[config.mk]
export PLATFORM = sky130hd
export DESIGN_NAME = fixed_requant_stream
export DESIGN_NICKNAME = d
export VERILOG_FILES = /design/src/rtl/cast_pkg.sv /design/src/rtl/signed_clamp.sv /design/src/rtl/fixed_requant_stream.sv
export SDC_FILE = /design/constraint.sdc
export NUM_CORES = 1
export LEC_CHECK = 0
export BUFFER_PORTS_ARGS = -buffer_cell sky130_fd_sc_hd__buf_2
export CORE_ASPECT_RATIO = 1.4
export CORE_MARGIN = 5
export CORE_UTILIZATION = 52
export DETAILED_ROUTE_END_ITERATION = 10
export PLACE_DENSITY = 0.77
export SLEW_MARGIN = 20
export SYNTH_ARGS = -nofsm -noshare
export SYNTH_HDL_FRONTEND = slang
export SYNTH_SLANG_ARGS = --single-unit
export TNS_END_PERCENT = 50
[constraint.sdc]
create_clock -name clk -period 2 [get_ports clk]
set_input_delay 0.4 -clock clk [delete_from_list [all_inputs] [get_ports clk]]
set_output_delay 0.4 -clock clk [all_outputs]
set_load 0.02 [all_outputs]
[src/rtl/cast_pkg.sv]
// Shared fixed-point cast definitions: rounding mode selector used by requantizers.
package cast_pkg;

    typedef enum logic {
        ROUND_FLOOR   = 1'b0,
        ROUND_HALF_UP = 1'b1
    } round_mode_t;

endpackage

[src/rtl/signed_clamp.sv]
// Combinational signed saturation from IN_WIDTH to OUT_WIDTH; zero latency, no flow control.
// sat flags that the clamp altered the value.
module signed_clamp #(
    parameter int IN_WIDTH  = 17,
    parameter int OUT_WIDTH = 8,
    parameter bit SYMMETRIC = 1'b0
) (
    input  logic signed [IN_WIDTH-1:0]  din,
    output logic signed [OUT_WIDTH-1:0] dout,
    output logic                        sat
);

    localparam logic signed [IN_WIDTH-1:0] MAX_V =
        {{(IN_WIDTH-OUT_WIDTH+1){1'b0}}, {(OUT_WIDTH-1){1'b1}}};
    localparam logic signed [IN_WIDTH-1:0] MIN_FULL =
        {{(IN_WIDTH-OUT_WIDTH+1){1'b1}}, {(OUT_WIDTH-1){1'b0}}};
    // Symmetric range drops the most negative code so |min| == max.
    localparam logic signed [IN_WIDTH-1:0] MIN_V =
        SYMMETRIC ? MIN_FULL + IN_WIDTH'(1) : MIN_FULL;

    always_comb begin
        dout = din[OUT_WIDTH-1:0];
        sat  = 1'b0;
        if (din > MAX_V) begin
            dout = MAX_V[OUT_WIDTH-1:0];
            sat  = 1'b1;
        end else if (din < MIN_V) begin
            dout = MIN_V[OUT_WIDTH-1:0];
            sat  = 1'b1;
        end
    end

endmodule

[src/rtl/fixed_requant_stream.sv]
// Streaming requantizer: round/shift then clamp, 2-cycle latency, 1 sample/cycle.
// Valid/ready backpressure; data_in_ready is combinational from data_out_ready.
module fixed_requant_stream
    import cast_pkg::*;
#(
    parameter int          IN_WIDTH   = 16,
    parameter int          OUT_WIDTH  = 8,
    parameter int          SHIFT      = 4,
    parameter round_mode_t ROUND_MODE = ROUND_HALF_UP,
    parameter bit          SYMMETRIC  = 1'b0,
    parameter int          CNT_WIDTH  = 16
) (
    input  logic                        clk,
    input  logic                        rst,
    input  logic signed [IN_WIDTH-1:0]  data_in,
    input  logic                        data_in_valid,
    output logic                        data_in_ready,
    output logic signed [OUT_WIDTH-1:0] data_out,
    output logic                        data_out_valid,
    input  logic                        data_out_ready,
    output logic [CNT_WIDTH-1:0]        sat_count,
    input  logic                        sat_count_clear
);

    // One guard bit so the half-LSB bias cannot overflow at the positive rail.
    localparam int RW = IN_WIDTH + 1;

    logic signed [RW-1:0]        in_ext;
    logic signed [RW-1:0]        rounded;
    logic signed [RW-1:0]        s1_data;
    logic                        s1_valid;
    logic                        s1_load;
    logic                        s2_load;
    logic                        s2_sat;
    logic signed [OUT_WIDTH-1:0] clamp_out;
    logic                        clamp_sat;

    assign in_ext = {data_in[IN_WIDTH-1], data_in};

    if (SHIFT == 0) begin : g_bypass
        assign rounded = in_ext;
    end else if (ROUND_MODE == ROUND_HALF_UP) begin : g_half_up
        localparam logic signed [RW-1:0] HALF = {{(RW-1){1'b0}}, 1'b1} << (SHIFT-1);
        logic signed [RW-1:0] biased;
        assign biased  = in_ext + HALF;
        assign rounded = biased >>> SHIFT;
    end else begin : g_floor
        assign rounded = in_ext >>> SHIFT;
    end

    assign s2_load       = !data_out_valid || data_out_ready;
    assign s1_load       = !s1_valid || s2_load;
    assign data_in_ready = s1_load;

    signed_clamp #(
        .IN_WIDTH  (RW),
        .OUT_WIDTH (OUT_WIDTH),
        .SYMMETRIC (SYMMETRIC)
    ) u_clamp (
        .din  (s1_data),
        .dout (clamp_out),
        .sat  (clamp_sat)
    );

    always_ff @(posedge clk) begin
        if (rst) begin
            s1_valid       <= 1'b0;
            s1_data        <= '0;
            data_out_valid <= 1'b0;
            data_out       <= '0;
            s2_sat         <= 1'b0;
            sat_count      <= '0;
        end else begin
            if (s1_load) begin
                s1_valid <= data_in_valid;
                if (data_in_valid) begin
                    s1_data <= rounded;
                end
            end
            if (s2_load) begin
                data_out_valid <= s1_valid;
                if (s1_valid) begin
                    data_out <= clamp_out;
                    s2_sat   <= clamp_sat;
                end
            end
            // Clear wins over a same-cycle increment; counter sticks at all-ones.
            if (sat_count_clear) begin
                sat_count <= '0;
            end else if (data_out_valid && data_out_ready && s2_sat && !(&sat_count)) begin
                sat_count <= sat_count + CNT_WIDTH'(1);
            end
        end
    end

endmodule

## Word level (Yosys, flattened, before mapping)

Index checks and enable logic that the tools add are counted.

| word-level totals | value |
|---|---|
| input port bits | 21 |
| logic and storage cells | 26 |
| output and inout port bits | 26 |
| register bits after elaboration | 40 |

| cells by class | value |
|---|---|
| order comparisons | 2 |
| add/subtract/negate cells | 2 |
| multiplexer cells | 4 |
| reductions and logical operators | 12 |

Operators with widths:

| operator | number |
|---|---|
| 16-bit by 5-bit adder with 17-bit output, second input constant | 1 |
| 16-bit by 1-bit adder with 16-bit output, second input constant | 1 |
| 8-bit two-way mux | 2 |
| 16-bit AND reduction | 1 |
| 13-bit by 8-bit greater-than comparator with 1-bit output, second input constant | 1 |
| 13-bit by 8-bit less-than comparator with 1-bit output, second input constant | 1 |
| 2-bit AND reduction | 2 |
| 1-bit logical AND | 3 |
| 1-bit zero test | 3 |
| 1-bit logical OR | 2 |
| 1-bit two-way mux | 2 |
| 2-bit OR reduction | 1 |

## Depth between registers and ports, before layout

Gate-level depths: netlist of run 1.

| depth | value |
|---|---|
| depth after elaboration | 4 |
| depth in mapped cells | 6 |

## Modules after synthesis

Synthesis of run 1 repeated with hierarchy kept, for this count alone.

| unflattened totals | value |
|---|---|
| cell total of the unflattened synthesis | 247 |
| area total of the unflattened synthesis | 2149.6 um^2 |

By module, submodules not included:

| module | area an instance (um^2) | cells an instance | sequential area each (um^2) | instances |
|---|---|---|---|---|
| fixed_requant_stream | 1906.8 | 219 | 800.8 | 1 |
| signed_clamp | 242.7 | 28 | 0.0 | 1 |

## Worst setup path after synthesis of run 1

No wires, ideal clock.

| timing path | value |
|---|---|
| path kind | flip-flop to flip-flop |
| start | reg sat_count[0] |
| end | reg sat_count[9] |
| arrival | 1.744 ns |
| data required time | 1.885 ns |
| clock period less this slack | 1.858 ns |
| path buffers | 0 |
| setup slack | 0.142 ns |
| stages on the path, launching flop included | 7 |
| cell sequence | dfxtp_1 ha_1 nand3_1 or2_4 o31ai_4 nor4_1 o21a_1 |

| on the way | value |
|---|---|
| longest elaborated chain between the ends | 3 |

RTL lines:

| what | RTL line | RTL |
|---|---|---|
| start, declared | fixed_requant_stream.sv:21 | `output logic [CNT_WIDTH-1:0] sat_count,` |
| start signal, assigned | fixed_requant_stream.sv:91 | `sat_count <= sat_count + CNT_WIDTH'(1);` |
| branches (longest 3 deep; another with 16-bit by 1-bit adder with 16-bit output) | -- |  |

Parallel ways; which one is timed is not known.
A chain may end at the register's enable or synchronous reset.

## Worst setup path after layout of run 1

| timing path | value |
|---|---|
| start | reg sat_count[1] |
| end | reg sat_count[3] |

Same word-level chain as after synthesis.

==> impl_metrics.ini, run 1 <==
[timing]
setup_viol = 0
rsz0062_at_grt = no
slew_viol_final = 0
post-route-period-util = 0.921
skew_ns = 0.00222
slew_headroom = 0.626
fin_crit_ns = 1.84
timing_hold_violations_final = 0
setup_tns_ns = 0
fmax_mhz = 543
tightestPinTransition_ns = 0.561

[global_routing]
antenna_found_initial = 0
grt_overflow = 0
grt_pass1_wl_um = 6320
grt_pass1_vias = 1564
track_usage = 0.167
grt_max_degree = 26

[setup_path]
crit_chain = ha_1, nand3_1, or2_4, o31ai_4, xor2_1, nor2_1
crit_fanout = 7
max_stage_delay_ns = 0.41
startpoint_type = flip-flop
r2r_start = sat_count[1]
cp-end-kind = flip-flop
crit_family = simple AND/OR/NAND/NOR gates
reg2reg_to = sat_count[3]
cp_slowest_cell = o31ai_4
worstPathArrival_ns = 2.01
r2r_cells = 6
critical_path_class = flip-flop to flip-flop
cp.depth = 6
r2r_slack_ns = 0.16
crit_required_ns = 2.17
worst-path-buf-inv = 0
cp-startpoint = sat_count[1]

[floorplan]
num_io_pins = 47
row_count = 25
die_h_um = 81.0
die_w_um = 60.7
core_um2 = 3440
dieArea_um2 = 4920
start_util = 0.544

[cts]
cts.sinks = 40
clk_latency_ns = 0.28
clock_path_buffers = 2
cts_root_buf = clkbuf_8
htreeDepth = 2
post_cts_buffers = 0
cts_tree = yes
cts_resized = 0
clkTransAtPathRegs_ns = 0.07
numCtsBuffers = 5
ctsHoldBuffers = 0

[power_and_ir_drop]
total_power_mw = 1.72
leakagePower_nw = 0.918
ir_drop_mv = 0.542
powerDensity_nw_per_um2 = 759

[detailed_routing]
drt_iter0_drc = 83
dr.pass1.iters = 4
finalWirelength_um = 3740
vias = 1691
drt-wirelength-per-cell_um = 11.9
ant_nets = 0
drcViolationCount = 0
viasPerCell = 5.40

[finish]
final_common_cell = buf_2
n_antenna_cell = 0
multiInputGateArea_um2 = 1040
drive_above_1_share = 0.231
seq_area_um2 = 801
fillerInstances = 328
area.growth.synth_to_final_pct = 20.9
final_area_um2 = 2260
final_cell_mix = buf_2, nor2_1, dfxtp_1, nand2_1, nand3_1
fin_nets = 295

[worst_hold_path]
worstHoldStart = data_in_valid
hold_path_class = input pin to flip-flop
whs_endpoint = s1_valid
whs_path_depth = 3

[yosys]
syn_area_um2 = 1870
seq_area_frac_synth = 0.428
synth_seq_cells = 40
synth_edf_count = 0
synthDistinctLibCells = 39
ys_async_sr_fraction = 0
syn_nets = 248
synth_flop_cell = dfxtp_1
synth_warnings = 0
synth.avg_cell_area_um2 = 8.32
synth_cells = 225

[place]
port_buffers = 43
place.gp.congestion = 0.855
hpwl_um = 2940
placed_area_um2 = 2140

[status]
status = finished clean

[job]
cap_viol_max_count = 0
[worst max path at each step]
| stage | end | slack, ns |
|---|---|---|
| floorplan | sat_count[9] | 0.14 |
| global placement | sat_count[9] | 0.19 |
| detailed placement | sat_count[9] | 0.16 |
| global route | sat_count[9] | 0.05 |
| CTS | sat_count[9] | 0.14 |
| finish | sat_count[3] | 0.16 |
[worst register-to-register path, delay by kind of cell, from the launching register on]
family,cells,cell delay (ns)
flops,1,0.37
xor+xnor,1,0.20
fa+ha+maj,1,0.24
compound gates,1,0.41
simple gates,3,0.53
[cell type report]
type,count,area share
repair buffers,46,0.105
inverters,3,0.00498
clock inverters,1,0.0133
clock buffers,7,0.0426
flip-flops and latches,40,0.354
multi-input cells,176,0.458
well taps,40,0.0221
[kinds of logic after synthesis]
kind of cell,count (synthesis),synth area share
xor+xnor,18,0.0842
fa+ha+maj,2,0.0134
compound gates,45,0.167
mux,2,0.0107
buf+inv,9,0.0180
simple gates,109,0.279
flops,40,0.428
[cell usage after synthesis (5+ instances only)]
cell type	n	area (µm²)
xor2_1	11	96.3
a211oi_1	11	82.6
or3_1	5	31.3
nand3_1	13	65.1
a21oi_1	8	40.0
nor2_1	41	154
nand2_1	23	86.3
xnor2_1	7	61.3
dfxtp_1	40	801
o21ai_0	11	55.1
nand4_1	7	43.8
clkbuf_1	6	22.5
[stage by stage]
step	worst slack, ns	utilization	std cells	hold slack (ns)
after floorplan	0.142	-	225	0.461
after global placement	0.194	0.621	305	0.434
after detailed placement	0.160	0.621	305	0.441
after CTS	0.144	0.658	313	0.370
after global routing	0.0521	0.658	313	0.381
final	0.157	0.658	313	0.377
[where the power goes]
part,switching [mW],internal [mW]
Combinational,0.0971,0.0636
Clock,0.265,0.440
Sequential,0.0215,0.831
Total,0.383,1.33
[registers in the layout, indices dropped and copies added, names as in the netlist]
register / cells
sat_count: 16
s1_data: 13
data_out: 8
s2_sat: 1
s1_valid: 1
data_out_valid: 1
[routing by layer]
layer | global-route usage | vias up | wire, µm | share of wire
li1 | - | 895 | - | -
met1 | 0.162 | 758 | 1450 | 0.39
met2 | 0.325 | 33 | 2040 | 0.55
met3 | 0.0413 | 5 | 198 | 0.053
met4 | 0.0586 | 0 | 44 | 0.012
met5 | 0 | - | 0 | 0
(Power assumes the default switching activity.)
==> run 2, diff against run 1 <==
CORE_UTILIZATION = 56   (was 52)
PLACE_DENSITY = 0.82   (was 0.77)
clock period = 2.36 ns   (was 2 ns; I/O delays follow)
==> run 2 against run 1 <==
Against the previous run: total power decreased by 18%; clock skew grew 0.0060 ns; cell area is 1.5% lower; flip-flop and latch count is the same; critical path depth stayed put; global-route usage rose by 2.0 points; count of clock-buffer cells in the layout decreased by 1.
==> impl_metrics.ini, run 2 (synthesized netlist as in run 1, its figures left out) <==
[status]
status = finished clean

[place]
port_buffers = 43
place.gp.congestion = 0.821
dp.cells = 302
hpwl_um = 2940
placed_area_um2 = 2120

[setup_path]
crit_fanout = 7
crit_family = simple AND/OR/NAND/NOR gates
crit_chain = ha_1, nand3_1, or2_4, o31ai_4, xor2_1, nor2_1
crit_required_ns = 2.54
critical_path_class = flip-flop to flip-flop
cp_slowest_cell = o31ai_4
startpoint_type = flip-flop
cp-end-kind = flip-flop
worstPathArrival_ns = 2.08
worst-path-buf-inv = 0
max_stage_delay_ns = 0.40

[power_and_ir_drop]
leakagePower_nw = 0.897
total_power_mw = 1.41
ir_drop_mv = 0.454
powerDensity_nw_per_um2 = 633

[detailed_routing]
dr.pass1.iters = 4
drcViolationCount = 0
vias = 1686
drt-wirelength-per-cell_um = 12.4
finalWirelength_um = 3850
viasPerCell = 5.44
ant_nets = 0
drt_iter0_drc = 53

[cts]
numCtsBuffers = 5
htreeDepth = 2
cts_tree = yes
cts.sinks = 40
ctsHoldBuffers = 0
post_cts_buffers = 0
cts_root_buf = clkbuf_8
clock_path_buffers = 2
cts_resized = 0
clkTransAtPathRegs_ns = 0.08
clk_latency_ns = 0.30

[floorplan]
num_io_pins = 47
die_w_um = 58.9
core_um2 = 3180
start_util = 0.588
die_h_um = 78.4
dieArea_um2 = 4610
row_count = 24

[global_routing]
track_usage = 0.187
antenna_found_initial = 0
grt_pass1_wl_um = 6840
grt_overflow = 0
grt_pass1_vias = 1629
grt_max_degree = 26

[finish]
fin_nets = 293
largest_registers = sat_count (16), s1_data (13), data_out (8)
drive_above_1_share = 0.221
final_common_cell = buf_2
n_antenna_cell = 0
largest_register_ffs = 16
area.growth.synth_to_final_pct = 19.1
final_area_um2 = 2230
top_register = sat_count
final_cell_mix = buf_2, nor2_1, dfxtp_1, nand2_1, nand3_1
final_cells = 310

[timing]
setup_viol = 0
slew_viol_final = 0
skew_ns = 0.00822
post-route-period-util = 0.802
fin_crit_ns = 1.89
tightestPinTransition_ns = 0.601
setup_tns_ns = 0
rsz0062_at_grt = no
timing_hold_violations_final = 0
slew_headroom = 0.599
fmax_mhz = 528

[job]
cap_viol_max_count = 0

[worst_hold_path]
hold_path_class = input pin to flip-flop
run 2: cell count changes in the layout (fill, tap and decap cells not counted), sizes merged:
cell,change
buf,-2
clkbuf,-1
clkinv,+1
run 2: path summary, 6_finish.rpt:
kind                 startpoint           end  slack [ns]  depth (start not counted)
setup / recovery   sat_count[0]  sat_count[3]        0.47                          6
setup reg to reg   sat_count[0]  sat_count[3]        0.47                          6
hold reg to reg     data_out[4]   data_out[4]        0.46                          2
hold / removal    data_in_valid      s1_valid        0.45                          3
run 2: layer usage:
metal  part of all wire  wire [µm]  vias up  global-route usage
met2               0.56       2170       37               0.354
met3              0.063        244        2              0.0608
met1               0.37       1430      759               0.187
met4             0.0031         12        0              0.0567
li1                   -          -      888                   -
met5                  0          0        -                   0
run 2: cell type report:
type / count / area, µm²
sequential: 40 / 801
clock inverter: 2 / 35.0
multi-input combinational: 176 / 1040
tap: 39 / 48.8
inverter: 3 / 11.3
clock buffer: 6 / 72.6
fill: 296 / 955
timing repair buffer: 44 / 223
run 2: worst register-to-register path, delay by kind of cell, from the launching register on:
kind            cells  cell delay [ns]
fa+ha+maj           1             0.25
flops               1             0.39
simple gates        3             0.54
compound gates      1             0.40
xor+xnor            1             0.20
run 2: metrics by stage:
step	hold slack, ns	worst slack [ns]	utilization
2_1_floorplan	0.461	0.502	-
3_3_place_gp	0.432	0.509	0.666
3_5_place_dp	0.447	0.460	0.666
4_1_cts	0.445	0.457	0.700
5_1_grt	0.444	0.195	0.700
6_report	0.451	0.468	0.700
run 2: where the power goes:
part	switching (mW)	internal, mW
Sequential	0.0185	0.704
Clock	0.237	0.314
Combinational	0.0838	0.0537
Total	0.340	1.07
==> run 3, diff against run 2 <==
CORE_UTILIZATION = 47   (was 56)
PLACE_DENSITY = 0.74   (was 0.82)
clock period = 1.55 ns   (was 2.36 ns; I/O delays follow)
==> run 3 against run 2 <==
Against the previous run: the flow now finishes with violations (setup timing); register-to-register slack got worse by 0.47 ns; worst hold slack got worse by 0.17 ns; routed wire length rose by 9.4%; critical path depth did not move; non-clock buffer count rose by 25; clock skew fell by 0.0015 ns; clock power rose by 29%; fmax rose by 22%; via count rose by 9.1%; flip-flop and latch count did not move.
==> impl_metrics.ini, run 3 (synthesized netlist as in run 1, its figures left out) <==
[worst_hold_path]
hold_path_class = input pin to flip-flop
worstHoldStart = data_in_valid
whs_endpoint = s1_valid
whs_path_depth = 3

[detailed_routing]
drt_iter0_drc = 62
drcViolationCount = 0
vias = 1840
finalWirelength_um = 4210
viasPerCell = 5.43
ant_nets = 0
dr.pass1.iters = 4
drt-wirelength-per-cell_um = 12.4

[place]
port_buffers = 43
place.gp.congestion = 0.841
hpwl_um = 3290
placed_area_um2 = 2370

[global_routing]
grt_max_degree = 26
grt_pass1_wl_um = 7200
grt_overflow = 0
grt_pass1_vias = 1747
antenna_found_initial = 0
track_usage = 0.164

[floorplan]
start_util = 0.482
core_um2 = 3880
die_w_um = 63.3
num_io_pins = 47
dieArea_um2 = 5360
row_count = 27
die_h_um = 84.7

[setup_path]
worstPathArrival_ns = 1.75
r2r_start = sat_count[0]
critical_path_class = flip-flop to flip-flop
r2r_slack_ns = -0.007
cp-end-kind = flip-flop
r2r_cells = 6
startpoint_type = flip-flop
reg2reg_to = sat_count[9]
crit_required_ns = 1.74
crit_fanout = 7

[timing]
setup_tns_ns = -0.00691
slew_headroom = 0.607
post-route-period-util = 1.00
fin_crit_ns = 1.56
setup_ws_ns = -0.00691
rsz0062_at_grt = yes
skew_ns = 0.00668
fmax_mhz = 642
setup_viol = 1
tightestPinTransition_ns = 0.589
slew_viol_final = 0
timing_hold_violations_final = 0

[cts]
clkTransAtPathRegs_ns = 0.08
numCtsBuffers = 5
clock_path_buffers = 2
clk_latency_ns = 0.30
cts_root_buf = clkbuf_8
cts.sinks = 40
ctsHoldBuffers = 0
htreeDepth = 2
cts_tree = yes

[finish]
fin_nets = 318
n_antenna_cell = 0
top_register = sat_count
final_area_um2 = 2520
final_cell_mix = buf_2, nor2_1, dfxtp_1, buf_4, nand2_1
area.growth.synth_to_final_pct = 34.9
drive_above_1_share = 0.358
fillerInstances = 348
largest_register_ffs = 16
largest_registers = sat_count (16), s1_data (13), data_out (8)
final_common_cell = buf_2

[status]
violations = setup timing
status = complete, but fails checks

[power_and_ir_drop]
leakagePower_nw = 1.05
powerDensity_nw_per_um2 = 804
total_power_mw = 2.03
ir_drop_mv = 0.650

[job]
cap_viol_max_count = 0
run 3: changes by cell type in the layout (fill, tap and decap cells not counted), moves of 2 or more:
cell     change
buf_4       +24
dfxtp_4      +5
nand3_2      +2
dfxtp_2      +8
nand3_4      +2
nand3_1      -4
dfxtp_1     -13
run 3: cell type report:
type                    instances  area, µm²  area share
multi-input cells             176       1120       0.442
flip-flops and latches         40        830       0.329
repair buffers                 69        423       0.167
clock buffers                   5       68.8      0.0273
well taps                      43       53.8      0.0213
clock inverters                 3       22.5     0.00892
inverters                       3       11.3     0.00446
run 3: routing by layer:
metal  wire [µm]  global-route usage  up-vias  part of all wire
li1            -                   -      944                 -
met1        1530               0.154      847              0.36
met2        2340               0.317       39              0.56
met3         226              0.0375       10             0.054
met4         117              0.0832        0             0.028
met5           0                   0        -                 0
run 3: worst max-delay path by stage:
stage	slack [ns]	to	cells after the start	from
after global routing	-0.1	sat_count[9]	6	sat_count[0]
final	-0.007	sat_count[9]	6	sat_count[0]
after detailed placement	-0.02	sat_count[9]	6	sat_count[0]
after global placement	-0.008	sat_count[15]	6	data_out_ready
after floorplan	-0.01	sat_count[9]	6	sat_count[0]
after CTS	-0.04	sat_count[9]	6	sat_count[0]
run 3: metrics by stage:
stage,util,std cells,worst slack (ns),hold slack [ns]
after floorplan,-,225,-0.0101,0.461
after global placement,0.611,330,-0.00844,0.435
after detailed placement,0.611,330,-0.0206,0.439
after CTS,0.635,338,-0.0390,0.267
after global routing,0.650,339,-0.0991,0.273
final,0.650,339,-0.00691,0.278
run 3: what timing repair did:
action,in CTS,in global routing
pin swaps,1,2
setup buffers,0,1
cloned,0,0
endpoints found under the setup margin,3,9
gates resized for setup,1,10
run 3: report_power, final:
part,internal [mW],leakage [nW],switching [mW]
clock network,0.320,0.0447,0.390
logic,0.0968,0.666,0.134
registers,1.06,0.335,0.0272
run 3: worst max-delay path, cell delays in order, from the launching register on:
cell	delay (ns)
dfxtp_4	0.36
ha_4	0.15
nand3_4	0.09
or2_4	0.27
o31ai_4	0.32
nor4_1	0.08
o21a_1	0.18
